[src/rtl/imem_load_fetch_ctrl.sv]
// ============================================================================
// Module   : imem_load_fetch_ctrl
// Function : Lets a boot loader write the instruction memory, then hands the
//            port to the IF stage.
// Revision : 1.0
// ============================================================================
`default_nettype none

module imem_load_fetch_ctrl #(
  parameter  int DEPTH = 1024,
  localparam int AW    = $clog2(DEPTH)
) (
  input  logic          clk,
  input  logic          rst_n,
  input  logic          ld_valid,
  output logic          ld_ready,
  input  logic [31:0]   ld_addr,
  input  logic [31:0]   ld_data,
  input  logic          ld_last,
  input  logic          reload_req,
  input  logic          pc_valid,
  input  logic [31:0]   pc_addr,
  input  logic          fetch_hold,
  output logic          fetch_valid,
  output logic [31:0]   fetch_instr,
  output logic          fetch_fault,
  output logic          core_run,
  output logic          ld_err,
  output logic [AW:0]   load_count,
  output logic [AW-1:0] mem_addr,
  output logic          mem_we,
  output logic [31:0]   mem_wdata,
  input  logic [31:0]   mem_rdata
);

  typedef enum logic [0:0] {
    ST_LOAD = 1'b0,
    ST_RUN  = 1'b1
  } state_t;

  localparam logic [29:0] DEPTH_W   = DEPTH[29:0];
  localparam logic [AW:0] DEPTH_CNT = DEPTH[AW:0];
  localparam logic [AW:0] CNT_ONE   = {{AW{1'b0}}, 1'b1};

  state_t      state_q, state_d;
  logic        fetch_valid_q, fetch_valid_d;
  logic [31:0] fetch_instr_q, fetch_instr_d;
  logic        fetch_fault_q, fetch_fault_d;
  logic        ld_err_q, ld_err_d;
  logic [AW:0] load_count_q, load_count_d;

  logic ld_in_range;
  logic pc_bad;
  logic unused_ld_lsb;

  // Byte offset within a word is meaningless for whole-word loads.
  assign unused_ld_lsb = ^ld_addr[1:0];

  assign ld_in_range = (ld_addr[31:2] < DEPTH_W);
  assign pc_bad      = (|pc_addr[1:0]) | (pc_addr[31:2] >= DEPTH_W);

  always_comb begin
    state_d       = state_q;
    fetch_valid_d = fetch_valid_q;
    fetch_instr_d = fetch_instr_q;
    fetch_fault_d = fetch_fault_q;
    ld_err_d      = ld_err_q;
    load_count_d  = load_count_q;
    ld_ready      = 1'b0;
    mem_we        = 1'b0;
    mem_addr      = pc_addr[AW+1:2];

    case (state_q)
      ST_LOAD: begin
        ld_ready      = 1'b1;
        mem_addr      = ld_addr[AW+1:2];
        fetch_valid_d = 1'b0;
        if (ld_valid) begin
          if (ld_in_range) begin
            mem_we = 1'b1;
            if (load_count_q != DEPTH_CNT) begin
              load_count_d = load_count_q + CNT_ONE;
            end
          end else begin
            ld_err_d = 1'b1;
          end
          // Out-of-range last word still ends the load so a bad image cannot wedge boot.
          if (ld_last) begin
            state_d = ST_RUN;
          end
        end
      end

      ST_RUN: begin
        if (reload_req) begin
          state_d       = ST_LOAD;
          fetch_valid_d = 1'b0;
          load_count_d  = '0;
          ld_err_d      = 1'b0;
        end else if (!fetch_hold) begin
          if (pc_valid) begin
            fetch_valid_d = 1'b1;
            fetch_fault_d = pc_bad;
            fetch_instr_d = pc_bad ? 32'h0000_0000 : mem_rdata;
          end else begin
            fetch_valid_d = 1'b0;
          end
        end
      end

      default: begin
        state_d = ST_LOAD;
      end
    endcase
  end

  always_ff @(posedge clk or negedge rst_n) begin
    if (!rst_n) begin
      state_q       <= ST_LOAD;
      fetch_valid_q <= 1'b0;
      fetch_instr_q <= 32'h0000_0000;
      fetch_fault_q <= 1'b0;
      ld_err_q      <= 1'b0;
      load_count_q  <= '0;
    end else begin
      state_q       <= state_d;
      fetch_valid_q <= fetch_valid_d;
      fetch_instr_q <= fetch_instr_d;
      fetch_fault_q <= fetch_fault_d;
      ld_err_q      <= ld_err_d;
      load_count_q  <= load_count_d;
    end
  end

  assign core_run    = (state_q == ST_RUN);
  assign fetch_valid = fetch_valid_q;
  assign fetch_instr = fetch_instr_q;
  assign fetch_fault = fetch_fault_q;
  assign ld_err      = ld_err_q;
  assign load_count  = load_count_q;
  assign mem_wdata   = ld_data;

endmodule

`default_nettype wire

[config.mk]
export PLATFORM = sky130hd
export DESIGN_NAME = imem_load_fetch_ctrl
export DESIGN_NICKNAME = d
export VERILOG_FILES = /design/src/rtl/imem_load_fetch_ctrl.sv
export SDC_FILE = /design/constraint.sdc
export NUM_CORES = 1
export LEC_CHECK = 0
export ABC_AREA = 1
export BUFFER_PORTS_ARGS = -buffer_cell sky130_fd_sc_hd__clkbuf_2
export CORE_MARGIN = 8
export CORE_UTILIZATION = 39
export CTS_CLUSTER_DIAMETER = 40
export DETAILED_ROUTE_END_ITERATION = 10
export GPL_ROUTABILITY_DRIVEN = 0
export PLACE_DENSITY = 0.83
export SYNTH_ARGS = -nofsm -noshare
export SYNTH_HDL_FRONTEND = slang
export SYNTH_SLANG_ARGS = --single-unit
[constraint.sdc]
create_clock -name clk -period 1.8 [get_ports clk]
set_input_delay 0.27 -clock clk [delete_from_list [all_inputs] [get_ports clk]]
set_output_delay 0.27 -clock clk [all_outputs]
set_load 0.02 [all_outputs]
Word level (Yosys, flattened, before mapping)
Index checks and enable logic that the tools add are counted.
{"block": "totals", "regBits": 47, "input_bits": 135, "out_inout_bits": 91}
{"block": "classes", "add_sub_neg": 1, "order_cmp": 2, "eq_ne": 7, "mux": 23, "bitwise_logic": 4, "n_reduce_logical": 4}
{"operator": "$mux W11", "n": 4}
{"operator": "$mux W32", "n": 1}
{"operator": "$ge A30 B11 Y1 const B", "n": 1}
{"operator": "$lt A30 B11 Y1 const B", "n": 1}
{"operator": "$pmux W11 S2", "n": 1}
{"operator": "$mux W1", "n": 13}
{"operator": "$add A11 B1 Y11 const B", "n": 1}
{"operator": "$ne A11 B11 Y1 const B", "n": 1}
{"operator": "$mux W10", "n": 1}
{"operator": "$ne A2 B2 Y1 const B", "n": 5}
{"operator": "$reduce_and A4 Y1", "n": 2}
{"operator": "$pmux W1 S2", "n": 3}
{"operator": "$ne A3 B3 Y1 const B", "n": 1}
{"operator": "$not A1 Y1", "n": 3}
{"operator": "$reduce_and A3 Y1", "n": 1}
{"operator": "$reduce_or A2 Y1", "n": 1}
{"operator": "$or A1 B1 Y1", "n": 1}

Logic depth before layout (Yosys ltp)
{"block": "depth", "word_depth": 5, "mapped_depth": 11, "mapped_depth_nobuf": 10}

Least setup slack after synthesis
Ideal clock, no wire load.
{"block": "synth_timing", "path_type": "reg-to-reg", "start": "reg load_count_q[0] (netlist: load_count[0])", "end": "reg load_count_q[8] (netlist: load_count[8])", "setup_time_ns": 0.117, "t_arrival_ns": 1.510, "required_time_ns": 1.683, "slack_ns": 0.174, "stages_incl_launch_ff": 12, "path_buffers": 1, "period_less_slack_ns": 1.626, "cell_sequence": "dfrtp_1 -> inv_1 -> ha_1 -> nand2_1 -> nor2_1 -> nand3_1 -> nand2_1 -> inv_1 -> nand2_1 -> buf_2 -> nand2_1 -> nand2_1"}
{"block": "synth_between", "elab_chain_len": 5, "word_cells_on_any_way": 8}
{"item": "start, declared", "line": "50", "text": "logic [AW:0] load_count_q, load_count_d;"}
{"item": "start signal, assigned", "line": "131", "text": "load_count_q <= load_count_d;"}
{"item": "$add A11 B1 Y11", "line": "82", "text": "load_count_d = load_count_q + CNT_ONE;"}
{"item": "$mux W11", "line": "81", "text": "if (load_count_q != DEPTH_CNT) begin"}
{"item": "$mux W11", "line": "79", "text": "if (ld_in_range) begin"}
{"item": "$mux W11", "line": "78", "text": "if (ld_valid) begin"}
{"item": "$pmux W11 S2", "line": "73", "text": "case (state_q)"}
Parallel ways exist; a longest one is shown, timed or not. The select of a mux whose other input is x is not followed.
A chain may end at the register's enable or synchronous reset.

Worst setup path in the final report
{"block": "layout_timing", "start": "reg state_q (netlist: core_run)", "end": "out mem_we"}
{"block": "layout_between", "elab_chain_len": 1}
{"item": "start, declared", "line": "45", "text": "state_t state_q, state_d;"}
{"item": "start signal, assigned", "line": "126", "text": "state_q <= state_d;"}
{"item": "$mux W1", "line": "73"}
{"item": "end, declared", "line": "31", "text": "output logic mem_we,"}
Every way passes these cells.

==> results_dict.tcl <==
set metrics [dict create \
    seqPwrFrac_pct 51.1 \
    rsz0062_at_grt "no" \
    detail-route-antenna-nets 0 \
    outcome "completed" \
    hold_viol_final 0 \
    h-tree-depth 2 \
    synth_edf_count 0 \
    syn_inst 385 \
    finalCriticalPeriod_ps 1679 \
    yosysWarnings 0 \
    dr_total_vias 2841 \
    pwr-share-clk_pct 31.3 \
    final_nets 652 \
    syn_area_um2 2724 \
    numCtsBuffers 5 \
    grt_pass1_vias 2903 \
    relSlewSlack_pct 59.79 \
    grt_max_degree 48 \
    area_delta_synth_final_pct 28.25 \
    die_h_um 99.57 \
    ys_ff_latch 47 \
    cts_sinks 47 \
    p_per_area_nw_per_um2 602.1 \
    dp_hpwl_mm 7.041 \
    yosysTopAreaCellShare_pct 43.18 \
    syn_avg_cell_area_um2 7.075 \
    routed_wl_mm 8.664 \
    p_int_w 0.001496 \
    grt_pass1_wl_mm 13.92 \
    io_pins 226 \
    synth.distinct_cells 22 \
    critPathRequiredTime_ps 1530 \
    power_frac_comb_pct 17.6 \
    clk_latency_ps 300 \
    async_flop_share_pct 100.0 \
    fill_cells 673 \
    critical_path_peak_fanout 5 \
    grtUsageTotal_pct 17.06 \
    die_w_um 99.57 \
    fmax_ghz 0.5955 \
    worstMarginPinSlew_ps 603.2 \
    sw_frac_of_total_pct 28.87 \
    clkSlewWorstSetupHoldPaths_ps 90 \
    via_per_inst 4.642 \
    synth_top_cell_by_area "dfrtp_1" \
    remaining_drc_errors 0 \
    diodes 0 \
    synth_most_common_cell "nand2_1" \
    fin_skew_ps 5.973 \
    cts_tree "yes" \
    crit_arrival_ps 1410 \
    yosys-top-cells-area "dfrtp_1, nand2_1, nand3_1, buf_4, nor2_1" \
    clockBufferDepth 2 \
    wl_per_cell_um 14.16 \
    worstRegToRegCells 10 \
    min_path_type "input pin to async pin" \
    drive_above_1_share_pct 35.27 \
    setup_viol 0 \
    ys.flop_type "dfrtp_1" \
    clock-root-buffer "clkbuf_8" \
    slew_violations 0 \
    core_area_um2 6794 \
    final_cell_area_um2 3493 \
    place_area_um2 3397 \
    switchingPower_w 0.0006072 \
    overflow 0 \
    firstDrtPassIters 4 \
    port_buffers 159 \
    tns_ps 0 \
    seq_area_frac_synth_pct 43.18 \
    criticalPathCategory "register to output pin" \
    row_count 30 \
    die-area_um2 9914 \
    irDropWorstVdd_uv 342.0 \
    start_util_pct 40.09 \
    syn_nets 522 \
    cts_hold_buf 0 \
    drt_iter0_drc 123 \
    maxCapViolCount 0 \
    finalCritPeriodShare_pct 93.29 \
    critPathCaptureType "output pin" \
    synth_common_cells "nand2_1, nand3_1, dfrtp_1" \
    cp-start-kind "register" \
    p_leak_nw 2.129 \
    antenna_found_initial 0 \
]
-- flip-flops by register name, summed over array words and instances, names as in the netlist --
signal and cells:
fetch_valid 1, fetch_fault 1, ld_err 1, core_run 1, load_count 11, fetch_instr 32
-- metal layers --
metal | global-route usage [%] | vias up | part of all wire, % | routed length, µm
met3 | 8.659 | 4 | 12 | 1004
met2 | 30.53 | 150 | 52 | 4466
met1 | 17.61 | 1265 | 36 | 3161
met4 | 2.794 | 0 | 0.36 | 31
met5 | 0 | - | 0 | 0
li1 | - | 1422 | - | -
-- final cells by class --
type,count,area (µm²),area share [%]
timing repair buffer,168,863.3,24.71
sequential,47,1176,33.67
tap,96,120.1,3.438
clock buffer,5,68.82,1.970
inverter,19,71.32,2.042
clock inverter,3,25.02,0.7163
multi-input combinational,274,1169,33.45
-- cells by family (layout without fill, tap and decap cells) --
kind of cell / count (synthesis) / count (layout) / synth area share (%)
and+or+nand+nor: 264 / 264 / 39.96
buffers and inverters: 64 / 195 / 14.10
DFF: 47 / 47 / 43.18
AOI/OAI and AO/OA: 6 / 6 / 1.194
adders and majority gates: 2 / 2 / 0.9185
xor gates and xnor gates: 2 / 2 / 0.6432
-- cells in the final DEF (no fill, tap or decap) --
cell,synthesis,layout
buf_4,32,9
and2_1,1,1
or2_2,1,1
ha_1,2,2
inv_1,18,18
nand2_1,163,162
clkbuf_2,0,159
nor2_1,44,43
o21a_1,1,1
clkbuf_8,0,5
clkinv_4,0,2
nor3_1,1,1
nor4_4,1,1
nor3b_1,1,1
clkinvlp_4,0,1
xor2_1,2,2
nand4_1,3,3
nand2_2,0,1
inv_2,1,1
dfrtp_1,47,47
a21oi_1,3,3
nor2_2,1,2
nand3_1,48,48
o21ai_0,2,2
-- stage by stage --
step                      cells  power, W  hold WS (ps)  setup WS, ps  util [%]
after floorplan             385  0.001358        -25.59         173.6         -
after global placement      604  0.001462         403.4         202.5     50.00
after detailed placement    604  0.001469         406.2         155.8     50.00
after CTS                   612  0.002132         75.58         88.85     51.38
after global routing        612  0.002217         85.85         17.59     51.42
final                       612  0.002103         50.06         120.8     51.42
-- power by group through the flow --
| stage | registers [W] | logic (W) | clock network, W |
|---|---|---|---|
| after floorplan | 0.00111 | 0.000249 | 0 |
| after global placement | 0.00110 | 0.000366 | 0 |
| after detailed placement | 0.00110 | 0.000373 | 0 |
| after CTS | 0.00108 | 0.000374 | 0.000683 |
| after global routing | 0.00108 | 0.000408 | 0.000731 |
| final | 0.00108 | 0.000370 | 0.000658 |
-- path summary, 6_finish.rpt --
kind	startpoint	endpoint	slack [ps]
hold / removal	rst_n	fetch_instr[27]	50
hold reg to reg	fetch_instr[22]	fetch_instr[22]	490
max in group asynchronous	rst_n	load_count[2]	1340
setup reg to reg	load_count[0]	load_count[6]	220
min in group clk	mem_rdata[16]	fetch_instr[16]	190
setup / recovery	core_run	mem_we	120
-- what timing repair did --
item,in CTS,in global routing
gates resized for setup,0,1
setup buffers,0,0
setup endpoints to repair,0,11
-- critical path, cell delays in order (launching register included) --
cell	delay, ps
dfrtp_1	450
inv_1	100
nand4_1	170
nor2_1	190
clkbuf_2	200
Note: power is estimated with default switching activity, not from simulation.
